--- src/rtl/zbuf_pkg.sv ---
`default_nettype none
// +------------------------------------------------------------------------+
// | Module      : zbuf_pkg                                                 |
// | Description : Shared Z-buffer definitions: screen geometry, entry      |
// |               count, clear depth, word typedefs and controller states. |
// |               The pixel iterator uses ZB_WIDTH for address arithmetic. |
// | Revision    : 1.0 - initial release                                    |
// +------------------------------------------------------------------------+
package zbuf_pkg;

  localparam int ADDR_W     = 17;
  localparam int DEPTH_W    = 16;
  localparam int ZB_WIDTH   = 320;
  localparam int ZB_HEIGHT  = 240;
  localparam int NUM_PIXELS = ZB_WIDTH * ZB_HEIGHT;

  // Far plane: every entry holds this after a clear.
  localparam logic [DEPTH_W-1:0] CLEAR_VAL = 16'hFFFF;

  typedef logic [ADDR_W-1:0]  zaddr_t;
  typedef logic [DEPTH_W-1:0] depth_t;

  typedef enum logic [1:0] {
    ST_IDLE  = 2'd0,
    ST_CLEAR = 2'd1,
    ST_DONE  = 2'd2
  } zbuf_state_t;

endpackage
`default_nettype wire

--- src/rtl/zbuf_fwd_pipe.sv ---
`default_nettype none
// +------------------------------------------------------------------------+
// | Module      : zbuf_fwd_pipe                                            |
// | Description : Two-stage Z read return pipeline with write forwarding.  |
// |               Stage 1 tracks the request while the BRAM reads; stage 2 |
// |               registers the returned depth. Writes hitting an          |
// |               in-flight read replace the (read-first, stale) BRAM data.|
// | Revision    : 1.0 - initial release                                    |
// |                                                                        |
// | Ports:                                                                 |
// |   clk, rst             clock, async active-high reset                  |
// |   req_valid/addr/oor   accepted read request, oor = out of range       |
// |   wr_en/addr/data      write actually issued to the BRAM this cycle    |
// |   mem_rdata            BRAM read data (one cycle after request)        |
// |   out_valid/addr/data  registered read response (request + 2)          |
// +------------------------------------------------------------------------+
module zbuf_fwd_pipe #(
  parameter int                 ADDR_W    = zbuf_pkg::ADDR_W,
  parameter int                 DEPTH_W   = zbuf_pkg::DEPTH_W,
  parameter logic [DEPTH_W-1:0] CLEAR_VAL = zbuf_pkg::CLEAR_VAL
) (
  input  logic               clk,
  input  logic               rst,
  input  logic               req_valid,
  input  logic [ADDR_W-1:0]  req_addr,
  input  logic               req_oor,
  input  logic               wr_en,
  input  logic [ADDR_W-1:0]  wr_addr,
  input  logic [DEPTH_W-1:0] wr_data,
  input  logic [DEPTH_W-1:0] mem_rdata,
  output logic               out_valid,
  output logic [ADDR_W-1:0]  out_addr,
  output logic [DEPTH_W-1:0] out_data
);

  logic               r_s1_valid;
  logic [ADDR_W-1:0]  r_s1_addr;
  logic               r_s1_oor;
  logic               r_s1_hit;
  logic [DEPTH_W-1:0] r_s1_wdata;
  logic [DEPTH_W-1:0] w_ret_data;

  always_ff @(posedge clk or posedge rst) begin
    if (rst) begin
      r_s1_valid <= 1'b0;
      r_s1_addr  <= '0;
      r_s1_oor   <= 1'b0;
      r_s1_hit   <= 1'b0;
      r_s1_wdata <= '0;
    end else begin
      r_s1_valid <= req_valid;
      r_s1_addr  <= req_addr;
      r_s1_oor   <= req_oor;
      // Same-cycle write: the read-first BRAM returns the old word.
      r_s1_hit   <= req_valid && wr_en && (wr_addr == req_addr);
      r_s1_wdata <= wr_data;
    end
  end

  // Priority: out-of-range > write in the data cycle > write in the request cycle.
  always_comb begin
    w_ret_data = mem_rdata;
    if (r_s1_oor)
      w_ret_data = CLEAR_VAL;
    else if (wr_en && (wr_addr == r_s1_addr))
      w_ret_data = wr_data;
    else if (r_s1_hit)
      w_ret_data = r_s1_wdata;
  end

  always_ff @(posedge clk or posedge rst) begin
    if (rst) begin
      out_valid <= 1'b0;
      out_addr  <= '0;
      out_data  <= '0;
    end else begin
      out_valid <= r_s1_valid;
      if (r_s1_valid) begin
        out_addr <= r_s1_addr;
        out_data <= w_ret_data;
      end
    end
  end

endmodule
`default_nettype wire

--- src/rtl/zbuffer_ctrl.sv ---
`default_nettype none
// +------------------------------------------------------------------------+
// | Module      : zbuffer_ctrl                                             |
// | Description : Z-buffer memory controller between the raster pipeline   |
// |               and a simple-dual-port depth BRAM. Services one read per |
// |               cycle at fixed latency 2, passes depth write-backs       |
// |               through, and runs the frame-start clear sequence.        |
// | Revision    : 1.0 - initial release                                    |
// | Option      : ZBUF_STATS_EN builds the read/write service counters;    |
// |               without it o_rd_count/o_wr_count are tied to zero.       |
// |                                                                        |
// | Ports:                                                                 |
// |   i_clk, i_rst            clock, async active-high reset               |
// |   i_clear                 start clear; o_busy during, o_clear_done end |
// |   i_rd_valid/addr         read request; o_rd_valid/addr/data response  |
// |   i_wr_valid/addr/data    depth write-back                             |
// |   o_mem_re/raddr          BRAM read port, i_mem_rdata one cycle later  |
// |   o_mem_we/waddr/wdata    BRAM write port                              |
// |   o_err                   sticky drop / out-of-range flag              |
// |   o_rd_count, o_wr_count  service counters (optional)                  |
// +------------------------------------------------------------------------+
module zbuffer_ctrl #(
  parameter int                 ADDR_W     = zbuf_pkg::ADDR_W,
  parameter int                 DEPTH_W    = zbuf_pkg::DEPTH_W,
  parameter int                 NUM_PIXELS = zbuf_pkg::NUM_PIXELS,
  parameter logic [DEPTH_W-1:0] CLEAR_VAL  = zbuf_pkg::CLEAR_VAL
) (
  input  logic               i_clk,
  input  logic               i_rst,
  input  logic               i_clear,
  output logic               o_busy,
  output logic               o_clear_done,
  input  logic               i_rd_valid,
  input  logic [ADDR_W-1:0]  i_rd_addr,
  output logic               o_rd_valid,
  output logic [ADDR_W-1:0]  o_rd_addr,
  output logic [DEPTH_W-1:0] o_rd_data,
  input  logic               i_wr_valid,
  input  logic [ADDR_W-1:0]  i_wr_addr,
  input  logic [DEPTH_W-1:0] i_wr_data,
  output logic               o_mem_re,
  output logic [ADDR_W-1:0]  o_mem_raddr,
  input  logic [DEPTH_W-1:0] i_mem_rdata,
  output logic               o_mem_we,
  output logic [ADDR_W-1:0]  o_mem_waddr,
  output logic [DEPTH_W-1:0] o_mem_wdata,
  output logic               o_err,
  output logic [31:0]        o_rd_count,
  output logic [31:0]        o_wr_count
);

  import zbuf_pkg::*;

  localparam logic [ADDR_W-1:0] c_num_pix   = ADDR_W'(NUM_PIXELS);
  localparam logic [ADDR_W-1:0] c_last_addr = ADDR_W'(NUM_PIXELS - 1);

  zbuf_state_t       r_state;
  logic [ADDR_W-1:0] r_clr_addr;
  logic              r_busy;
  logic              r_clear_done;
  logic              r_err;

  logic w_clearing;
  logic w_rd_in;
  logic w_wr_in;
  logic w_rd_acc;
  logic w_wr_acc;
  logic w_err_evt;

  assign w_clearing = (r_state == ST_CLEAR);
  assign w_rd_in    = (i_rd_addr < c_num_pix);
  assign w_wr_in    = (i_wr_addr < c_num_pix);

  // Reads outside CLEAR always enter the return pipe; only in-range ones touch the BRAM.
  assign w_rd_acc = i_rd_valid && !w_clearing;
  assign w_wr_acc = i_wr_valid && !w_clearing && w_wr_in;

  assign w_err_evt = (i_rd_valid && (w_clearing || !w_rd_in)) ||
                     (i_wr_valid && (w_clearing || !w_wr_in));

  assign o_mem_re    = w_rd_acc && w_rd_in;
  assign o_mem_raddr = o_mem_re ? i_rd_addr : '0;

  // The clear owns the write port; user writes are locked out while it runs.
  assign o_mem_we    = w_clearing || w_wr_acc;
  assign o_mem_waddr = w_clearing ? r_clr_addr : (w_wr_acc ? i_wr_addr : '0);
  assign o_mem_wdata = w_clearing ? CLEAR_VAL  : (w_wr_acc ? i_wr_data : '0);

  assign o_busy       = r_busy;
  assign o_clear_done = r_clear_done;
  assign o_err        = r_err;

  always_ff @(posedge i_clk or posedge i_rst) begin
    if (i_rst) begin
      r_state      <= ST_IDLE;
      r_clr_addr   <= '0;
      r_busy       <= 1'b0;
      r_clear_done <= 1'b0;
      r_err        <= 1'b0;
    end else begin
      r_clear_done <= 1'b0;
      case (r_state)
        ST_IDLE: begin
          if (i_clear) begin
            r_state    <= ST_CLEAR;
            r_busy     <= 1'b1;
            r_clr_addr <= '0;
          end
        end
        ST_CLEAR: begin
          if (r_clr_addr == c_last_addr) begin
            r_state      <= ST_DONE;
            r_busy       <= 1'b0;
            r_clear_done <= 1'b1;
            r_clr_addr   <= '0;
          end else begin
            r_clr_addr <= r_clr_addr + 1'b1;
          end
        end
        ST_DONE: r_state <= ST_IDLE;
        default: r_state <= ST_IDLE;
      endcase
      if (w_err_evt)
        r_err <= 1'b1;
    end
  end

  // Forwarding looks at the real BRAM write port, so clear writes are also
  // reflected in a read that was issued just before the clear began.
  zbuf_fwd_pipe #(
    .ADDR_W    (ADDR_W),
    .DEPTH_W   (DEPTH_W),
    .CLEAR_VAL (CLEAR_VAL)
  ) u_fwd_pipe (
    .clk       (i_clk),
    .rst       (i_rst),
    .req_valid (w_rd_acc),
    .req_addr  (i_rd_addr),
    .req_oor   (!w_rd_in),
    .wr_en     (o_mem_we),
    .wr_addr   (o_mem_waddr),
    .wr_data   (o_mem_wdata),
    .mem_rdata (i_mem_rdata),
    .out_valid (o_rd_valid),
    .out_addr  (o_rd_addr),
    .out_data  (o_rd_data)
  );

`ifdef ZBUF_STATS_EN
  logic [31:0] r_rd_count;
  logic [31:0] r_wr_count;

  always_ff @(posedge i_clk or posedge i_rst) begin
    if (i_rst) begin
      r_rd_count <= '0;
      r_wr_count <= '0;
    end else if ((r_state == ST_IDLE) && i_clear) begin
      r_rd_count <= '0;
      r_wr_count <= '0;
    end else begin
      if (o_rd_valid && (r_rd_count != 32'hFFFF_FFFF))
        r_rd_count <= r_rd_count + 32'd1;
      if (w_wr_acc && (r_wr_count != 32'hFFFF_FFFF))
        r_wr_count <= r_wr_count + 32'd1;
    end
  end

  assign o_rd_count = r_rd_count;
  assign o_wr_count = r_wr_count;
`else
  assign o_rd_count = '0;
  assign o_wr_count = '0;
`endif

endmodule
`default_nettype wire

--- config.mk ---
export PLATFORM = sky130hd
export DESIGN_NAME = zbuffer_ctrl
export DESIGN_NICKNAME = d
export VERILOG_FILES = /design/src/rtl/zbuf_pkg.sv /design/src/rtl/zbuf_fwd_pipe.sv /design/src/rtl/zbuffer_ctrl.sv
export SDC_FILE = /design/constraint.sdc
export NUM_CORES = 1
export LEC_CHECK = 0
export CORE_MARGIN = 1.5
export CORE_UTILIZATION = 43
export CTS_CLUSTER_DIAMETER = 200
export CTS_CLUSTER_SIZE = 20
export DETAILED_ROUTE_END_ITERATION = 7
export GPL_ROUTABILITY_DRIVEN = 1
export PLACE_DENSITY = 0.79
export SLEW_MARGIN = 5
export SYNTH_ARGS = -nofsm -noshare
export SYNTH_HDL_FRONTEND = slang
export SYNTH_SLANG_ARGS = --single-unit
--- constraint.sdc ---
create_clock -name i_clk -period 3.6 [get_ports i_clk]
set_input_delay 0.9 -clock i_clk [delete_from_list [all_inputs] [get_ports i_clk]]
set_output_delay 0.9 -clock i_clk [all_outputs]
set_load 0.005 [all_outputs]
==> results.ini <==
[run_status]
status=finished, final reports clean

[sta]
maxSlewViolCount=0
layout_setup_ws_ns=0.0223
relSlewSlack_pct=21.6
fin_skew_ns=0.0107
setup_tns_ns=0
fmax_mhz=280
min_period_over_period_pct=99.4
hold_viol_final=0
rsz0062_at_grt=true
post-route-min-period_ns=3.58
setup_violations=0
worstMarginPinSlew_ns=1.17
fin_hold_ws_ns=0.506

[critical_path]
path_class=input pin to output port
cp_num_buf_inv=3
cp_slowest_cell=clkdlybuf4s50_1
slowest_delay_ns=0.57
worst_setup_path_end_kind=output port
crit_family=buffers and inverters
worstPathCellList=dlygate4sd2_1 -> a21oi_2 -> buf_4 -> o211ai_2 -> o31ai_2 -> clkdlybuf4s50_1
worstPathRequired_ns=2.70
critPathMaxFanout=4
start_kind=input pin
arrival_ns=2.68

[clock_tree]
cts_inserted_buffers=9
clk_latency_ns=0.35
cts.sink_count=92
htree_levels=3
hold_buffers=0
cts_root_buffer=clkbuf_16
cts.clk_slew.worst_paths_ns=0.06
cts_tree=built
clock_path_buffers=2

[logic_synthesis]
synthArstFlopShare_pct=100
synth_cells=615
synth_top_area_share_pct=40.3
ys_ff_latch=92
syn_area_per_cell_um2=9.28
synth_edf_count=0
synth_area_leaders=dfrtp_1 (40%), buf_4 (8.4%), nand2_1 (5.6%), mux2_2 (3.4%), nor2_1 (3.3%)
ys_seq_area_share_pct=40.3
ys.flop_type=dfrtp_1
synth_most_common_cell=dfrtp_1
yosys_warnings=0
yosys-top-cells-count=dfrtp_1 (92), nand2_1 (85), buf_4 (64), nor2_1 (50), o21ai_0 (33)
synth_top_area_cell=dfrtp_1
netlist_area_um2=5710
synth_cell_types=65

[global_routing]
antenna_found_initial=1
grt_max_degree=93
overflow=0
grt.total_usage_pct=26.5
grt_pass1_vias=5595
grt_pass1_wl_um=29500

[placement]
port_buffers=159
place.gp.congestion=1.00
hpwl_um=13000
placed_area_um2=7680
place_ws_ns=-0.251

[drt]
via_per_inst=5.42
post_drt_wl_per_cell_um=18.2
drc=0
ant_nets=0
firstDrtPassIters=5
routed_wirelength_um=18600
vias=5538
initialDrtViolationCount=535

[die]
core_area_um2=12800
die_w_um=118
die_area_um2=14000
start_util_pct=44.7
std_cell_rows=41
die_y_um=118
ios=224

[layout]
final_util_pct=65.2
fillers=998
final_area_um2=8320
drive_above_1_share_pct=21.3
synthToLayoutAreaGrowth_pct=45.8
fin_nets=916

[pwr]
comb_power_share_pct=29.8
leakage_nw=3.71
p_int_mw=2.21
p_sw_share_pct=30.4
seq_power_share_pct=39.3
p_sw_mw=0.964
ir_drop_mv=0.233
p_clk_share_pct=30.9
powerDensity_nw_per_um2=381

[worst_hold_path]
hp-class=register to register

[run]
drv_cap=0

area by class of cell:
cell class,instances,area [µm²],share of cell area [%]
Clock inverter,5,66.3,0.797
Timing Repair Buffer,256,2370,28.4
Inverter,17,65.1,0.782
Antenna cell,1,2.50,0.0301
Clock buffer,11,243,2.92
Multi-Input combinational cell,468,3060,36.8
Tap cell,172,215,2.59
Sequential cell,92,2300,27.7
power groups by stage:
stage | clock, mW | sequential, mW | combinational [mW]
after floorplan | 0 | 1.23 | 0.475
final | 0.980 | 1.25 | 0.944
after global routing | 1.04 | 1.26 | 1.02
after detailed placement | 0 | 1.26 | 0.896
after global placement | 0 | 1.25 | 0.870
after CTS | 0.995 | 1.24 | 0.933
logic make-up after synthesis:
group	share of synthesized area, %
and+or+nand+nor	19.2
xor gates and xnor gates	4.58
buffers and inverters	13.3
AOI/OAI and AO/OA	15.8
adders and majority gates	0.219
other	0.0657
muxes	6.51
DFF	40.3
routing by layer:
layer  share of wire [%]  up-vias  GRT usage, %  wire length [µm]
met1                  40     2673          32.7              7370
met4                 3.5        0          11.7               660
met2                  48      330          44.1              8990
met5                   0        -             0                 0
met3                 8.7       50          6.42              1620
li1                    -     2485             -                 -
placed cells by master, fill, tap and decap left out, drive strengths merged, types with 3 or more instances in the layout:
cell	Yosys	routed
clkdlybuf4s50	0	129
buf	86	97
dfrtp	92	92
nand2	85	85
conb	1	64
nor2	51	51
o21ai	35	35
and3	27	27
a31oi	20	20
a211oi	20	20
mux2i	18	18
inv	17	18
mux2	17	17
dlygate4sd2	0	17
xnor2	16	16
nand3	13	13
xor2	13	13
clkbuf	18	13
dlymetal6s2s	0	11
a21oi	8	8
a2111oi	8	8
nor4	6	6
nor2b	5	6
and3b	5	5
a221oi	5	5
or2	4	5
or3	4	4
nand2b	3	3
a41o	3	3
nand4	3	3
and2	3	3
o31ai	3	3
repair_timing:
item                       in CTS  in global routing
pin swaps                       3                  0
cloned                          7                  1
setup endpoints to repair      52                 35
buffers inserted               12                  1
resized for setup              57                 19
worst paths after layout:
check / from / to / slack [ns] / depth (start not counted)
setup / recovery: i_wr_addr[11] / o_mem_waddr[9] / 0.02 / 6
hold / removal: u_fwd_pipe.out_addr[16]$_DFFE_PP0P_ / u_fwd_pipe.out_addr[16]$_DFFE_PP0P_ / 0.51 / 1
setup reg to reg: r_state[1]$_DFFE_PP0P_ / u_fwd_pipe.out_data[4]$_DFFE_PP0P_ / 0.54 / 9
hold reg to reg: u_fwd_pipe.out_addr[16]$_DFFE_PP0P_ / u_fwd_pipe.out_addr[16]$_DFFE_PP0P_ / 0.51 / 1
max in group asynchronous: i_rst / u_fwd_pipe.out_data[15]$_DFFE_PP0P_ / 2.23 / 3
min in group asynchronous: i_rst / u_fwd_pipe.r_s1_wdata[2]$_DFF_PP0_ / 0.98 / 3
stage by stage:
step | std cells | total power, mW
floorplan | 678 | 1.70
global placement | 984 | 2.12
detailed placement | 984 | 2.15
CTS | 1019 | 3.17
global route | 1022 | 3.32
finish | 1022 | 3.17
registers in the layout, summed over array words and instances, names as in the netlist, 2 cells and up:
register	cells
u_fwd_pipe.out_data	16
u_fwd_pipe.out_addr	17
r_clr_addr	17
u_fwd_pipe.r_s1_wdata	16
u_fwd_pipe.r_s1_addr	17
r_state	2
(Power assumes the default switching activity.)
